<file path="src/rtl/blocky_pkg.sv">
// Shared types and constants for the lane tracker: lane count, position width,
// tracker FSM encoding and default screen geometry.
package blocky_pkg;

    localparam int LANES        = 5;
    localparam int Y_W          = 10;
    localparam int SCREEN_H_DEF = 480;
    localparam int OBJ_H_DEF    = 64;
    localparam int PLAYER_Y_DEF = 400;

    typedef enum logic [1:0] {
        IDLE  = 2'd0,
        SPAWN = 2'd1,
        MOVE  = 2'd2,
        CHECK = 2'd3
    } trk_state_t;

    // True only when exactly one lane bit is set.
    function automatic logic is_onehot(input logic [LANES-1:0] v);
        return (v != '0) && ((v & (v - 1'b1)) == '0);
    endfunction

endpackage

</file>
<file path="src/rtl/obstacle_lane_tracker_lane_slot.sv">
// One on-screen object slot (road segment or car): spawns at the top, scrolls
// down by a per-frame step and retires once it reaches the screen bottom.
module lane_slot
    import blocky_pkg::*;
#(
    parameter int SCREEN_H = SCREEN_H_DEF
) (
    input  logic           clk,
    input  logic           rst_n,
    input  logic           spawn,
    input  logic           move,
    input  logic [1:0]     step,
    output logic           on,
    output logic [Y_W-1:0] y
);

    localparam logic [Y_W:0] LIMIT = SCREEN_H[Y_W:0];

    // One bit wider than y so the bottom-edge compare never sees a wrapped sum.
    logic [Y_W:0] sum;
    assign sum = {1'b0, y} + {{(Y_W-1){1'b0}}, step};

    always_ff @(posedge clk or negedge rst_n) begin
        if (!rst_n) begin
            on <= 1'b0;
            y  <= '0;
        end else if (spawn && !on) begin
            on <= 1'b1;
            y  <= '0;
        end else if (move && on) begin
            if (sum >= LIMIT) begin
                on <= 1'b0;
                y  <= '0;
            end else begin
                y  <= sum[Y_W-1:0];
            end
        end
    end

endmodule

</file>
<file path="src/rtl/obstacle_lane_tracker.sv">
// Per-frame spawn/scroll/retire of road segments and cars in five lanes, with an
// optional player collision check enabled by the OBSTACLE_COLLIDE_EN macro.
module obstacle_lane_tracker
    import blocky_pkg::*;
#(
    parameter int SCREEN_H = SCREEN_H_DEF,
    parameter int OBJ_H    = OBJ_H_DEF,
    parameter int PLAYER_Y = PLAYER_Y_DEF
) (
    input  logic                 clk,
    input  logic                 rst_n,
    input  logic                 frame_tick,
    input  logic                 pause,
    input  logic [LANES-1:0]     path,
    input  logic [2:0]           obstacle_num,
    input  logic [1:0]           speed_data0,
    input  logic [1:0]           speed_data1,
    input  logic [1:0]           speed_data2,
    input  logic [1:0]           speed_data3,
    input  logic [1:0]           speed_data4,
    input  logic [2:0]           player_lane,
    output logic [LANES-1:0]     road_on,
    output logic [LANES-1:0]     car_on,
    output logic [LANES*Y_W-1:0] road_y,
    output logic [LANES*Y_W-1:0] car_y,
    output logic                 busy,
    output logic                 crash
);

    trk_state_t state, state_nxt;
    logic       spawn_en, move_en, check_en;

    always_ff @(posedge clk or negedge rst_n) begin
        if (!rst_n) state <= IDLE;
        else        state <= state_nxt;
    end

    // Ticks are only accepted from IDLE, so a tick during a frame is dropped.
    always_comb begin
        state_nxt = state;
        case (state)
            IDLE:    if (frame_tick && !pause) state_nxt = SPAWN;
            SPAWN:   state_nxt = MOVE;
            MOVE:    state_nxt = CHECK;
            CHECK:   state_nxt = IDLE;
            default: state_nxt = IDLE;
        endcase
    end

    always_comb begin
        spawn_en = (state == SPAWN);
        move_en  = (state == MOVE);
        check_en = (state == CHECK);
        busy     = (state != IDLE);
    end

    logic [1:0]       speed [LANES];
    logic [LANES-1:0] road_spawn;
    logic [Y_W-1:0]   car_y_a [LANES];

    assign speed[0] = speed_data0;
    assign speed[1] = speed_data1;
    assign speed[2] = speed_data2;
    assign speed[3] = speed_data3;
    assign speed[4] = speed_data4;

    assign road_spawn = (spawn_en && is_onehot(path)) ? path : '0;

    for (genvar i = 0; i < LANES; i++) begin : g_lane
        logic       car_spawn;
        logic [1:0] car_step;

        assign car_spawn = spawn_en && (obstacle_num == 3'(i));
        assign car_step  = (speed[i] == 2'd0) ? 2'd1 : speed[i];

        lane_slot #(.SCREEN_H(SCREEN_H)) u_road (
            .clk   (clk),
            .rst_n (rst_n),
            .spawn (road_spawn[i]),
            .move  (move_en),
            .step  (2'd1),
            .on    (road_on[i]),
            .y     (road_y[i*Y_W +: Y_W])
        );

        lane_slot #(.SCREEN_H(SCREEN_H)) u_car (
            .clk   (clk),
            .rst_n (rst_n),
            .spawn (car_spawn),
            .move  (move_en),
            .step  (car_step),
            .on    (car_on[i]),
            .y     (car_y_a[i])
        );

        assign car_y[i*Y_W +: Y_W] = car_y_a[i];
    end

`ifdef OBSTACLE_COLLIDE_EN
    localparam int           Y_HI       = PLAYER_Y + OBJ_H;
    localparam logic [Y_W:0] OBJ_H_V    = OBJ_H[Y_W:0];
    localparam logic [Y_W:0] PLAYER_Y_V = PLAYER_Y[Y_W:0];
    localparam logic [Y_W:0] Y_HI_V     = Y_HI[Y_W:0];

    logic           sel_on;
    logic [Y_W-1:0] sel_y;
    logic           hit;

    // Lane values 5..7 match no lane, leaving sel_on low.
    always_comb begin
        sel_on = 1'b0;
        sel_y  = '0;
        for (int i = 0; i < LANES; i++) begin
            if (player_lane == 3'(i)) begin
                sel_on = car_on[i];
                sel_y  = car_y_a[i];
            end
        end
        hit = sel_on
            && (({1'b0, sel_y} + OBJ_H_V) > PLAYER_Y_V)
            && ({1'b0, sel_y} < Y_HI_V);
    end

    always_ff @(posedge clk or negedge rst_n) begin
        if (!rst_n) crash <= 1'b0;
        else        crash <= check_en && hit;
    end
`else
    logic unused_collide;
    assign unused_collide = ^{player_lane, check_en, OBJ_H[0], PLAYER_Y[0]};
    assign crash = 1'b0;
`endif

endmodule

</file>
<file path="config.mk">
export PLATFORM = sky130hd
export DESIGN_NAME = obstacle_lane_tracker
export DESIGN_NICKNAME = d
export VERILOG_FILES = /design/src/rtl/blocky_pkg.sv /design/src/rtl/obstacle_lane_tracker_lane_slot.sv /design/src/rtl/obstacle_lane_tracker.sv
export SDC_FILE = /design/constraint.sdc
export NUM_CORES = 1
export LEC_CHECK = 0
export ABC_AREA = 1
export CAP_MARGIN = 15
export CORE_UTILIZATION = 45
export CTS_CLUSTER_SIZE = 25
export DETAILED_ROUTE_END_ITERATION = 10
export GPL_TIMING_DRIVEN = 1
export HOLD_SLACK_MARGIN = 0.02
export PLACE_DENSITY = 0.7
export SLEW_MARGIN = 10
export SYNTH_ARGS = -nofsm -noshare
export SYNTH_HDL_FRONTEND = slang
export SYNTH_HIERARCHICAL = 1
export SYNTH_SLANG_ARGS = --single-unit
</file>
<file path="constraint.sdc">
create_clock -name clk -period 1.98 [get_ports clk]
set_input_delay 0.396 -clock clk [delete_from_list [all_inputs] [get_ports clk]]
set_output_delay 0.396 -clock clk [all_outputs]
set_load 0.02 [all_outputs]
</file>
* After elaboration in Yosys (flattened, before gate mapping) *
Index checks and enable logic that the tools add are counted.

storage, ports and cells
  register bits = 112
  input port bits = 25

operators by class
  add/sub/neg operators = 11
  $lt $le $gt $ge = 10
  eq/ne operators = 8
  multiplexer cells = 68
  bitwise gates (word level) = 1
  reductions and logical operators = 79

operators by type and width
  cell                                                                    count
  10-bit two-way mux                                                      30
  11-bit by 9-bit >= comparator with 1-bit output, second input constant  10
  10-bit by 1-bit adder with 11-bit output, second input constant         5
  10-bit by 2-bit adder with 11-bit output                                5
  2-bit nonzero test                                                      21
  1-bit two-way mux                                                       30
  1-bit logical AND                                                       28
  2-bit AND reduction                                                     10
  2-bit zero test                                                         6
  2-bit two-way mux                                                       6
  1-bit zero test                                                         11
  2-bit one-hot mux with 4 select lines                                   1
  3-bit by 2-bit equality test with 1-bit output, second input constant   2
  5-bit AND                                                               1
  5-bit zero test                                                         1
  5-bit two-way mux                                                       1
  5-bit nonzero test                                                      1
  5-bit by 1-bit subtractor with 5-bit output, second input constant      1
  2-bit equality test, second input constant                              2
  3-bit by 1-bit equality test with 1-bit output, second input constant   1
  3-bit equality test, second input constant                              1
  3-bit zero test                                                         1
  2-bit by 1-bit equality test with 1-bit output, second input constant   1
  2-bit != test, second input constant                                    1

* Depth between registers and ports, before layout *
  depth in word-level cells = 9
  gate-level depth with buffers = 13
  gate-level depth less buffers = 13

* Cells and area by module *
Netlist, hierarchy kept.

modules (own cells, without submodules)
  module                 times used  cells an instance  area each (um2)  seq. area each (um2)
  lane_slot              10          99                 765.7            275.3
  obstacle_lane_tracker  1           65                 352.8            50.0

* Worst setup path before layout *
No wires, ideal clock.

  path type = register to register
  start point = register g_lane[0].u_car.y[0]
  end point = register g_lane[0].u_car.on
  arrival time = 1790 ps
  slack = 117 ps
  cell stages (with the launch flop) = 12
  buffers on the path = 0
  clock period less this slack = 1863 ps
  path through = dfrtp_1 ha_1 fa_1 nand2_1 nor2_2 nand2_1 nand2_2 nand2_2 nor2_2 nand2_2 nand2_4 a21oi_2

on the way
  word-level cells in the longest chain between the ends = 4

ends and longest elaborated chain
  what                                             line                                   text
  from (decl)                                      obstacle_lane_tracker_lane_slot.sv:14  output logic [Y_W-1:0] y
  from (signal assigned)                           obstacle_lane_tracker_lane_slot.sv:35  y <= sum[Y_W-1:0];
  10-bit by 2-bit adder with 11-bit output         obstacle_lane_tracker_lane_slot.sv:21  assign sum = {1'b0, y} + {{(Y_W-1){1'b0}}, step};
  11-bit by 9-bit >= comparator with 1-bit output  obstacle_lane_tracker_lane_slot.sv:31  if (sum >= LIMIT) begin
  2-bit nonzero test (no source line)              n/a
  2-bit AND reduction (no source line)             n/a
  to (signal assigned)                             obstacle_lane_tracker_lane_slot.sv:25  on <= 1'b0;
  to (signal assigned)                             obstacle_lane_tracker_lane_slot.sv:28  on <= 1'b1;
  to (signal assigned)                             obstacle_lane_tracker_lane_slot.sv:32  on <= 1'b0;
  to (decl)                                        obstacle_lane_tracker_lane_slot.sv:13  output logic on,

Every way passes these cells.
A chain may end at the register's enable or synchronous reset.

* Worst setup path after layout *
  start point = input speed_data1[0]
  end point = register g_lane[1].u_car.y[1]

on the way
  word-level cells in the longest chain between the ends = 7

ends and longest elaborated chain
  what                                             line                                   text
  from (decl)                                      obstacle_lane_tracker.sv:17            input logic [1:0] speed_data1,
  2-bit zero test                                  obstacle_lane_tracker.sv:74            assign car_step = (speed[i] == 2'd0) ? 2'd1 : speed[i];
  2-bit two-way mux *                              obstacle_lane_tracker.sv:74
  via g_lane[1].car_step[0]                        obstacle_lane_tracker.sv:71            logic [1:0] car_step;
  10-bit by 2-bit adder with 11-bit output *       obstacle_lane_tracker_lane_slot.sv:21
  11-bit by 9-bit >= comparator with 1-bit output  obstacle_lane_tracker_lane_slot.sv:31
  10-bit two-way mux *                             obstacle_lane_tracker_lane_slot.sv:31
  10-bit two-way mux *                             obstacle_lane_tracker_lane_slot.sv:30  end else if (move && on) begin
  10-bit two-way mux *                             obstacle_lane_tracker_lane_slot.sv:27  end else if (spawn && !on) begin
  to (signal assigned)                             obstacle_lane_tracker_lane_slot.sv:35
  to (decl)                                        obstacle_lane_tracker_lane_slot.sv:14

The timed path passes the listed nets; every way through them passes the cells marked *. The select of a mux whose other input is x is not followed.

==> qor.yml <==
status: "finished, final reports clean"
drive_gt1_frac: 0.306
synth_common_cells: "nand2_1 (272), inv_1 (117), dfrtp_1 (112)"
io_buffers: 132
synth_ff_type: "dfrtp_1"
cts_num_sinks: 112
drv_cap: 0
rsz0062_at_grt: "true"
coreArea_um2: 17400
syn_to_final_growth_pct: 34.0
peakVddDrop_mv: 0.668
setup.worst_path.start: "speed_data1[0]"
die_w_um: 135
rows: 48
synth_area_leader_cell: "dfrtp_1"
synth_area_um2: 8010
worstPathRequired_ps: 2260
drt-wirelength-per-cell_um: 13.0
place.gp.congestion: 0.857
synth_warnings: 6
synth_cell_types: 23
io_pins: 137
path_clk_slew_ps: 70
num_antenna_cells: 0
first_pass_iters: 5
fill_cells: 1554
finalWirelength_mm: 19.6
worst_hold_path_type: "flip-flop to flip-flop"
finish.net_count: 1335
tns_ps: 0
synth_edf_count: 0
synth_top_area_frac: 0.350
cts_buffers: 9
initialDrtViolationCount: 335
overflow: 0
antenna_found_initial: 1
track_usage: 0.220
cts_buffer_depth: 2
critPathMaxFanout: 4
async_flop_share: 1.00
cpPeakStageDelay_ps: 410
cp.arrival_ps: 2190
synth.avg_cell_area_um2: 7.59
tritoncts: "done"
skew_ps: 8.27
ant_nets: 0
cpMostUsedCell: "nand2_2"
dp_hpwl_mm: 14.6
seq_area_frac_synth: 0.350
p_leak_nw: 4.71
clock_latency_ps: 350
synth_cells: 1055
route.detailed.drc: 0
holdCritStartpoint: "g_lane[4].u_road/y[0]$_DFFE_PN0P_"
cp-start-kind: "input pin"
slew_viol_final: 0
fin_total_pwr_mw: 10.6
synthTopCellsByArea: "dfrtp_1 (35%), nand2_1 (13%), o21ai_2 (8.7%), inv_1 (5.5%), nand3_1 (5.2%)"
powerDensity_nw_per_um2: 986
finalCriticalPeriod_ps: 1910
r2r-start: "g_lane[4].u_road/y[0]$_DFFE_PN0P_"
start_util: 0.462
fmax_ghz: 0.524
grt_max_degree: 42
grt_pass1_wl_mm: 32.2
dieArea_um2: 18300
setup_violations: 0
crit_chain: "clkdlybuf4s50_1 -> inv_1 -> nand2_2 -> ha_4 -> fa_2 -> nand2_2 -> nor2_2 -> nand2_1 -> nand2_2 -> nand2_2 -> nor2_4 -> nand2_4 -> nand2_4 -> o21ai_2"
critPathKind: "input pin to flip-flop"
via_per_inst: 4.93
cts.root.buffer_cell: "clkbuf_16"
critPathSlowestCell: "clkdlybuf4s50_1"
hold_violations: 0
post-route-period-util: 0.964
die_h_um: 135
cts_max_level: 3
synth_seq_cells: 112
first_global_vias: 6892
num_vias: 7426
synth_most_common_cell: "nand2_1"
endpoint_kind: "flip-flop"
-- state kept, by name, indices dropped and copies added (netlist names) --
signal,cells
g_lane.u_road/y,50
g_lane.u_road/on,5
g_lane.u_car/on,5
state,2
g_lane.u_car/y,50
-- worst max-delay path: cells and delay by family --
kind,cells,cell delay (ps)
simple gates,9,640
buf+inv,2,480
compound gates,1,110
fa+ha+maj,2,560
-- final timing paths --
kind / endpoint / slack, ps / cells past startpoint
setup / recovery: g_lane[1].u_car/y[1]$_DFFE_PN0P_ / 70 / 14
hold / removal: g_lane[4].u_road/y[0]$_DFFE_PN0P_ / 520 / 2
setup reg to reg: g_lane[4].u_road/y[7]$_DFFE_PN0P_ / 90 / 11
hold reg to reg: g_lane[4].u_road/y[0]$_DFFE_PN0P_ / 520 / 2
max in group asynchronous: g_lane[4].u_road/y[2]$_DFFE_PN0P_ / 830 / 3
min in group asynchronous: g_lane[3].u_car/y[6]$_DFFE_PN0P_ / 540 / 2
-- layer usage --
layer  wire (um)  GRT usage
met2        9550      0.377
met3         731     0.0337
met1        9030      0.283
met5           0          0
met4         337     0.0699
-- power by group --
| part | total (mW) | switching, mW | leakage [nW] | internal [mW] |
|---|---|---|---|---|
| sequential | 3.57 | 0.767 | 1.47 | 2.80 |
| combinational | 5.13 | 2.86 | 3.09 | 2.26 |
| clock | 1.88 | 0.832 | 0.150 | 1.05 |
-- logic make-up after synthesis --
family | count (synthesis) | share of synthesized area
buffers and inverters | 153 | 0.0769
other | 2 | 0.000938
AOI/OAI and AO/OA | 164 | 0.145
adders and majority gates | 34 | 0.0625
and+or+nand+nor | 590 | 0.365
DFF | 112 | 0.350
-- cell type report --
cell class                      instances  area (um^2)  area share
Clock buffer                           13          260      0.0243
Clock inverter                          3         40.0     0.00373
Inverter                              137          514      0.0479
Multi-Input combinational cell        809         4900       0.457
Sequential cell                       112         2810       0.262
Tap cell                              225          282      0.0262
Timing Repair Buffer                  207         1920       0.179
-- layout by cell type, fill, tap and decap left out, types with 18 or more instances in the layout --
cell type        count
nand2_1            264
clkdlybuf4s50_1    122
inv_1              107
dfrtp_1            104
nand3_1             83
o21ai_2             80
nor2_1              76
buf_4               73
nand2_2             63
o21ai_0             45
inv_2               30
nor2_2              29
nand3_2             29
o21ai_1             19
ha_1                18
-- metrics by stage --
stage                     utilization  cells  setup slack, ps  cell area [um^2]  hold slack [ps]
final                           0.618   1506             71.6             10700              524
after global routing            0.618   1506            -17.1             10700              533
after CTS                       0.602   1498             2.66             10400              529
after detailed placement        0.583   1481             -403             10100              375
after global placement          0.583   1481             -351             10100              367
after floorplan                     -   1069              117              8060              100
-- what timing repair did --
action	in CTS	in global routing
pin swaps	0	24
hold buffers	1	0
setup endpoints to repair	45	96
buffers inserted	0	3
endpoints found under the hold margin	26	0
cloned	0	5
gates resized for setup	11	69
Power figures use the tool's default switching activity.
